$ cat src/rtl/hwpe_csb_adapter.sv
// Bridges HWPE peripheral-slave accesses onto the NVDLA CSB port, one transaction at a time.
// A watchdog guarantees that every granted access gets exactly one response.
module hwpe_csb_adapter #(
   parameter int unsigned ID_WIDTH       = 1,
   parameter int unsigned CSB_AW         = 16,
   parameter bit          NPOSTED        = 1'b0,
   parameter int unsigned TIMEOUT_CYCLES = 1024,
   parameter logic [31:0] TIMEOUT_DATA   = 32'hDEADBEEF
) (
   input  logic                clk_i,
   input  logic                rst_ni,
   input  logic                periph_req_i,
   input  logic [31:0]         periph_add_i,
   input  logic                periph_wen_i,
   input  logic [3:0]          periph_be_i,
   input  logic [31:0]         periph_data_i,
   input  logic [ID_WIDTH-1:0] periph_id_i,
   output logic                periph_gnt_o,
   output logic [31:0]         periph_r_data_o,
   output logic                periph_r_valid_o,
   output logic [ID_WIDTH-1:0] periph_r_id_o,
   output logic                csb2nvdla_valid_o,
   input  logic                csb2nvdla_ready_i,
   output logic [CSB_AW-1:0]   csb2nvdla_addr_o,
   output logic [31:0]         csb2nvdla_wdat_o,
   output logic                csb2nvdla_write_o,
   output logic                csb2nvdla_nposted_o,
   input  logic                nvdla2csb_valid_i,
   input  logic [31:0]         nvdla2csb_data_i,
   input  logic                nvdla2csb_wr_complete_i,
   output logic                timeout_o
);

   localparam int unsigned CNT_W = (TIMEOUT_CYCLES > 1) ? $clog2(TIMEOUT_CYCLES) : 1;
   localparam logic [CNT_W-1:0] LP_CNT_LAST =
      CNT_W'((TIMEOUT_CYCLES > 0) ? TIMEOUT_CYCLES - 1 : 0);

   typedef enum logic [2:0] {
      S_IDLE,
      S_CSB_REQ,
      S_WAIT_RD,
      S_WAIT_WR,
      S_RESP
   } state_e;

   state_e              r_state;
   logic [CNT_W-1:0]    r_cnt;
   logic                r_csb_valid;
   logic [CSB_AW-1:0]   r_csb_addr;
   logic [31:0]         r_csb_wdat;
   logic                r_csb_write;
   logic                r_csb_nposted;
   logic [31:0]         r_rdata;
   logic                r_rvalid;
   logic [ID_WIDTH-1:0] r_rid;
   logic                r_timeout;

   logic                w_gnt;
   logic                w_expire;
   logic                w_unused;

   // Byte enables are meaningless on a strobe-less CSB; address bits outside the word field are dropped.
   assign w_unused = ^{periph_be_i, periph_add_i};

   assign w_gnt    = rst_ni && (r_state == S_IDLE) && periph_req_i;
   assign w_expire = (TIMEOUT_CYCLES != 0) && (r_cnt == LP_CNT_LAST);

   always_ff @(posedge clk_i or negedge rst_ni) begin
      if (!rst_ni) begin
         r_state       <= S_IDLE;
         r_cnt         <= '0;
         r_csb_valid   <= 1'b0;
         r_csb_addr    <= '0;
         r_csb_wdat    <= '0;
         r_csb_write   <= 1'b0;
         r_csb_nposted <= 1'b0;
         r_rdata       <= '0;
         r_rvalid      <= 1'b0;
         r_rid         <= '0;
         r_timeout     <= 1'b0;
      end else begin
         r_rvalid  <= 1'b0;
         r_timeout <= 1'b0;
         case (r_state)
            S_IDLE: begin
               r_cnt <= '0;
               if (periph_req_i) begin
                  r_csb_addr    <= periph_add_i[CSB_AW+1:2];
                  r_csb_wdat    <= periph_data_i;
                  r_csb_write   <= ~periph_wen_i;
                  r_csb_nposted <= ~periph_wen_i & NPOSTED;
                  r_rid         <= periph_id_i;
                  r_csb_valid   <= 1'b1;
                  r_state       <= S_CSB_REQ;
               end
            end
            S_CSB_REQ: begin
               // An accept in the expiry cycle counts as a response and wins over the watchdog.
               if (csb2nvdla_ready_i) begin
                  r_csb_valid <= 1'b0;
                  r_cnt       <= '0;
                  if (!r_csb_write) begin
                     r_state <= S_WAIT_RD;
                  end else if (NPOSTED) begin
                     r_state <= S_WAIT_WR;
                  end else begin
                     r_rdata  <= '0;
                     r_rvalid <= 1'b1;
                     r_state  <= S_RESP;
                  end
               end else if (w_expire) begin
                  r_csb_valid <= 1'b0;
                  r_cnt       <= '0;
                  r_rdata     <= r_csb_write ? 32'h0 : TIMEOUT_DATA;
                  r_rvalid    <= 1'b1;
                  r_timeout   <= 1'b1;
                  r_state     <= S_RESP;
               end else begin
                  r_cnt <= r_cnt + 1'b1;
               end
            end
            S_WAIT_RD: begin
               if (nvdla2csb_valid_i) begin
                  r_cnt    <= '0;
                  r_rdata  <= nvdla2csb_data_i;
                  r_rvalid <= 1'b1;
                  r_state  <= S_RESP;
               end else if (w_expire) begin
                  r_cnt     <= '0;
                  r_rdata   <= TIMEOUT_DATA;
                  r_rvalid  <= 1'b1;
                  r_timeout <= 1'b1;
                  r_state   <= S_RESP;
               end else begin
                  r_cnt <= r_cnt + 1'b1;
               end
            end
            S_WAIT_WR: begin
               if (nvdla2csb_wr_complete_i) begin
                  r_cnt    <= '0;
                  r_rdata  <= '0;
                  r_rvalid <= 1'b1;
                  r_state  <= S_RESP;
               end else if (w_expire) begin
                  r_cnt     <= '0;
                  r_rdata   <= '0;
                  r_rvalid  <= 1'b1;
                  r_timeout <= 1'b1;
                  r_state   <= S_RESP;
               end else begin
                  r_cnt <= r_cnt + 1'b1;
               end
            end
            S_RESP: begin
               r_cnt   <= '0;
               r_state <= S_IDLE;
            end
            default: begin
               r_cnt   <= '0;
               r_state <= S_IDLE;
            end
         endcase
      end
   end

   assign periph_gnt_o        = w_gnt;
   assign periph_r_data_o     = r_rdata;
   assign periph_r_valid_o    = r_rvalid;
   assign periph_r_id_o       = r_rid;
   assign csb2nvdla_valid_o   = r_csb_valid;
   assign csb2nvdla_addr_o    = r_csb_addr;
   assign csb2nvdla_wdat_o    = r_csb_wdat;
   assign csb2nvdla_write_o   = r_csb_write;
   assign csb2nvdla_nposted_o = r_csb_nposted;
   assign timeout_o           = r_timeout;

endmodule

$ cat config.mk
export PLATFORM = sky130hd
export DESIGN_NAME = hwpe_csb_adapter
export DESIGN_NICKNAME = d
export VERILOG_FILES = /design/src/rtl/hwpe_csb_adapter.sv
export SDC_FILE = /design/constraint.sdc
export NUM_CORES = 1
export LEC_CHECK = 0
export CAP_MARGIN = 20
export CORE_MARGIN = 2
export CORE_UTILIZATION = 37
export CTS_CLUSTER_DIAMETER = 30
export CTS_CLUSTER_SIZE = 16
export DETAILED_ROUTE_END_ITERATION = 10
export GPL_TIMING_DRIVEN = 0
export PLACE_DENSITY_LB_ADDON = 0.25
export SYNTH_ARGS = -nofsm -noshare
export SYNTH_HDL_FRONTEND = slang
export SYNTH_SLANG_ARGS = --single-unit
$ cat constraint.sdc
create_clock -name clk_i -period 2 [get_ports clk_i]
set_clock_uncertainty 0.1 [all_clocks]
set_input_delay 0.4 -clock clk_i [delete_from_list [all_inputs] [get_ports clk_i]]
set_output_delay 0.4 -clock clk_i [all_outputs]
set_load 0.01 [all_outputs]
==> flow_summary_export.csv <==
group,metric,value,unit
outcome,status,"finished, violations left",
outcome,violations,"hold timing, setup timing",
grt,grt_util_all_layers,17.7,%
final_layout,fin_cells,649,
final_layout,fin_area,0.00653,mm^2
floorplan,fp.dieH,110,um
placed_design,portBuffers,173,
clock_network,cts.sinks,98,
clock_network,cts.clk_slew.worst_paths,0.06,ns
sta,setup_slack,-0.0132,ns
floorplan,fp-row-count,38,
yosys,ys.warnings.count,0,
yosys,syn_inst,308,
power_and_ir_drop,p_total,9520,uW
yosys,synth_ff_type,"dfrtp_1",
yosys,synth_largest_area_cell,"dfrtp_1",
final_layout,nNetsFinal,615,
routing,dr.pass1.iters,4,
grt,grt_pass1_wl,16400,um
floorplan,die-area,0.0121,mm^2
critical_path,crit_top_cell,"mux2_4",
grt,grt_overflow_total,0,
power_and_ir_drop,power_density,1460,mW/mm^2
placed_design,placedCellCount,622,
critical_path,start_kind,"flop",
yosys,postSynth.asyncResetShare,100,%
clock_network,worstSkewPairLatency,0.34,ns
placed_design,pre_cts_slack,-0.971,ns
routing,ant_nets,0,
routing,vias_per_cell,4.85,
job,maxCapViolCount,0,
sta,finalHoldViolCount,48,
floorplan,initial_core_util,38.2,%
final_layout,syn2layout_area_growth,56.6,%
yosys,synth.avg_cell_area,13.5,um^2
routing,vias,3149,
yosys,synth_seq_cells,98,
yosys,synth.most_common_cell,"dfrtp_1",
routing,drc,0,
critical_path,crit_required,2.12,ns
final_layout,diodes,0,
clock_network,root_buffer,"clkbuf_16",
power_and_ir_drop,leakagePower,0.00283,uW
yosys,synth_nets,417,
clock_network,ctsHoldBuffers,0,
floorplan,core_area,0.0109,mm^2
yosys,syn_area,0.00417,mm^2
yosys,synth_cell_type_count,41,
sta,rsz0062_at_grt,"true",
critical_path,worst-setup-path-type,"reg2reg",
placed_design,gp_congestion,0.794,
routing,wl_per_cell,16.1,um
placed_design,dpl.hpwl,7380,um
yosys,synthTopCellsByArea,"dfrtp_1 (59%), mux2_2 (15%), mux2_4 (7.2%)",
critical_path,critPathMaxFanout,6,
critical_path,slowest_delay,0.43,ns
final_layout,ff_latch_area,0.00245,mm^2
yosys,yosysSeqAreaShare,58.8,%
power_and_ir_drop,ir_drop,0.743,mV
critical_path,cp-end-kind,"flop",
final_layout,drive_above_1_share,26.1,%
critical_path,cp.arrival,2.14,ns
sta,hold_slack,-0.113,ns
clock_network,cts_tree,"yes",
clock_network,h-tree-depth,3,
clock_network,cts_inserted_buffers,9,
placed_design,dpl_cell_area,0.00611,mm^2
floorplan,die_width,110,um
yosys,ys_top_cells_by_count,"dfrtp_1 (98), mux2_2 (54), nor2_1 (38), o21ai_0 (24), mux2_4 (20)",
final_layout,n_fill_cell,903,
min_path,hp-class,"in2async",
routing,routed_wl,10500,um
floorplan,ioPinCount,195,
grt,grt_antenna_before_repair,0,
critical_path,path_cells,"mux2_4, a22oi_2, o31a_1, buf_6, inv_8, buf_12, buf_16, mux2_4",
routing,dr.first_iter.drc_count,145,
sta,fmax,497,MHz
sta,slew_violations,0,
yosys,yosys.area.top_type_share,58.8,%
sta,setup_violations,10,
grt,grt_pass1_vias,3285,
sta,finalCritPeriodShare,101,%
yosys,synth_edf_count,0,
grt,grt_max_degree,51,
sta,finalCriticalPeriod,2.01,ns
final_layout,multi_input_area,0.00159,mm^2
clock_network,clk_path_buf_depth,2,
critical_path,cp_slowest_cell,"dfrtp_1",
==> what timing repair did <==
item                       in CTS  in global routing
hold endpoints to repair        0                 48
setup buffers                  13                  3
pin swaps                       5                  5
setup endpoints to repair      72                 71
gates cloned                    1                  0
resized for setup              12                  5
==> routing by layer <==
metal  vias up  wire length, um  track usage [%]
li1       1460                -                -
met1      1555             4340             22.1
met2       122             5110             29.0
met3        12              860             5.11
met4         0              162             7.23
met5         -                0                0
==> path summary, 6_finish.rpt <==
kind / from / endpoint / slack (ns) / depth (start not counted)
worst max-delay path: r_state[0] / periph_r_data_o[5] / -0.01 / 8
worst min-delay path: rst_ni / periph_r_data_o[2] / -0.11 / 1
worst max register to register: r_state[0] / periph_r_data_o[5] / -0.01 / 8
worst min register to register: csb2nvdla_wdat_o[15] / csb2nvdla_wdat_o[15] / 0.41 / 1
max in group asynchronous: rst_ni / csb2nvdla_addr_o[2] / 1.31 / 2
min in group clk_i: csb2nvdla_wdat_o[15] / csb2nvdla_wdat_o[15] / 0.41 / 1
==> flip-flops by register name, summed over array words and instances (netlist names) <==
| name | count |
|---|---|
| csb2nvdla_valid_o | 1 |
| csb2nvdla_wdat_o | 32 |
| periph_r_valid_o | 1 |
| r_cnt | 10 |
| periph_r_data_o | 32 |
| csb2nvdla_addr_o | 16 |
| csb2nvdla_write_o | 1 |
| r_state | 3 |
| timeout_o | 1 |
| periph_r_id_o | 1 |
==> report_power, final <==
| part | leakage, uW | switching (uW) | internal [uW] |
|---|---|---|---|
| clock | 0.000127 | 715 | 860 |
| combinational | 0.00148 | 1760 | 2940 |
| sequential | 0.00122 | 456 | 2800 |
==> cell families after synthesis <==
| logic type | count (synthesis) | share of synthesized area (%) |
|---|---|---|
| flops | 98 | 58.8 |
| xor+xnor | 8 | 1.68 |
| mux | 75 | 22.0 |
| fa+ha+maj | 1 | 0.300 |
| buf+inv | 25 | 3.84 |
| simple gates | 59 | 6.96 |
| compound gates | 41 | 6.36 |
| other cells | 1 | 0.0899 |
==> cell usage in the layout, fill, tap and decap left out, types with 3 or more instances in the layout <==
| master | Yosys | layout |
|---|---|---|
| a21oi_1 | 3 | 3 |
| nor2_1 | 38 | 36 |
| inv_1 | 5 | 5 |
| clkbuf_16 | 0 | 9 |
| clkdlybuf4s50_1 | 0 | 169 |
| buf_12 | 2 | 3 |
| dfrtp_1 | 98 | 96 |
| buf_2 | 6 | 6 |
| o21ai_0 | 24 | 24 |
| nand2_1 | 4 | 4 |
| mux2_4 | 20 | 21 |
| nand3_1 | 3 | 3 |
| buf_4 | 1 | 15 |
| a22o_1 | 6 | 6 |
| clkbuf_1 | 7 | 6 |
| buf_6 | 2 | 3 |
| xor2_1 | 6 | 6 |
| mux2_2 | 54 | 53 |
==> critical path: cells and delay by family, from the launching register on <==
kind / cells / cell delay (ns)
AO/OA/AOI/OAI: 2 / 0.34
multiplexers: 2 / 0.62
flip-flops: 1 / 0.43
buffers and inverters: 4 / 0.41
==> final cells by class <==
| cell class | count | area share, % |
|---|---|---|
| inverter | 7 | 0.517 |
| buffer | 14 | 1.57 |
| clock inverter | 3 | 0.268 |
| tap | 140 | 2.68 |
| clock buffer | 11 | 3.72 |
| timing repair buffer | 191 | 29.4 |
| multi-input combinational | 185 | 24.3 |
| sequential | 98 | 37.6 |
==> per-stage QoR <==
stage / TNS [ns] / util [%]
finish: -0.0833 / 59.7
global route: -1.26 / 59.7
CTS: -0.380 / 59.6
detailed placement: -30.66 / 55.9
global placement: -353.93 / 55.7
floorplan: 0 / -
Power figures use the tool's default switching activity.
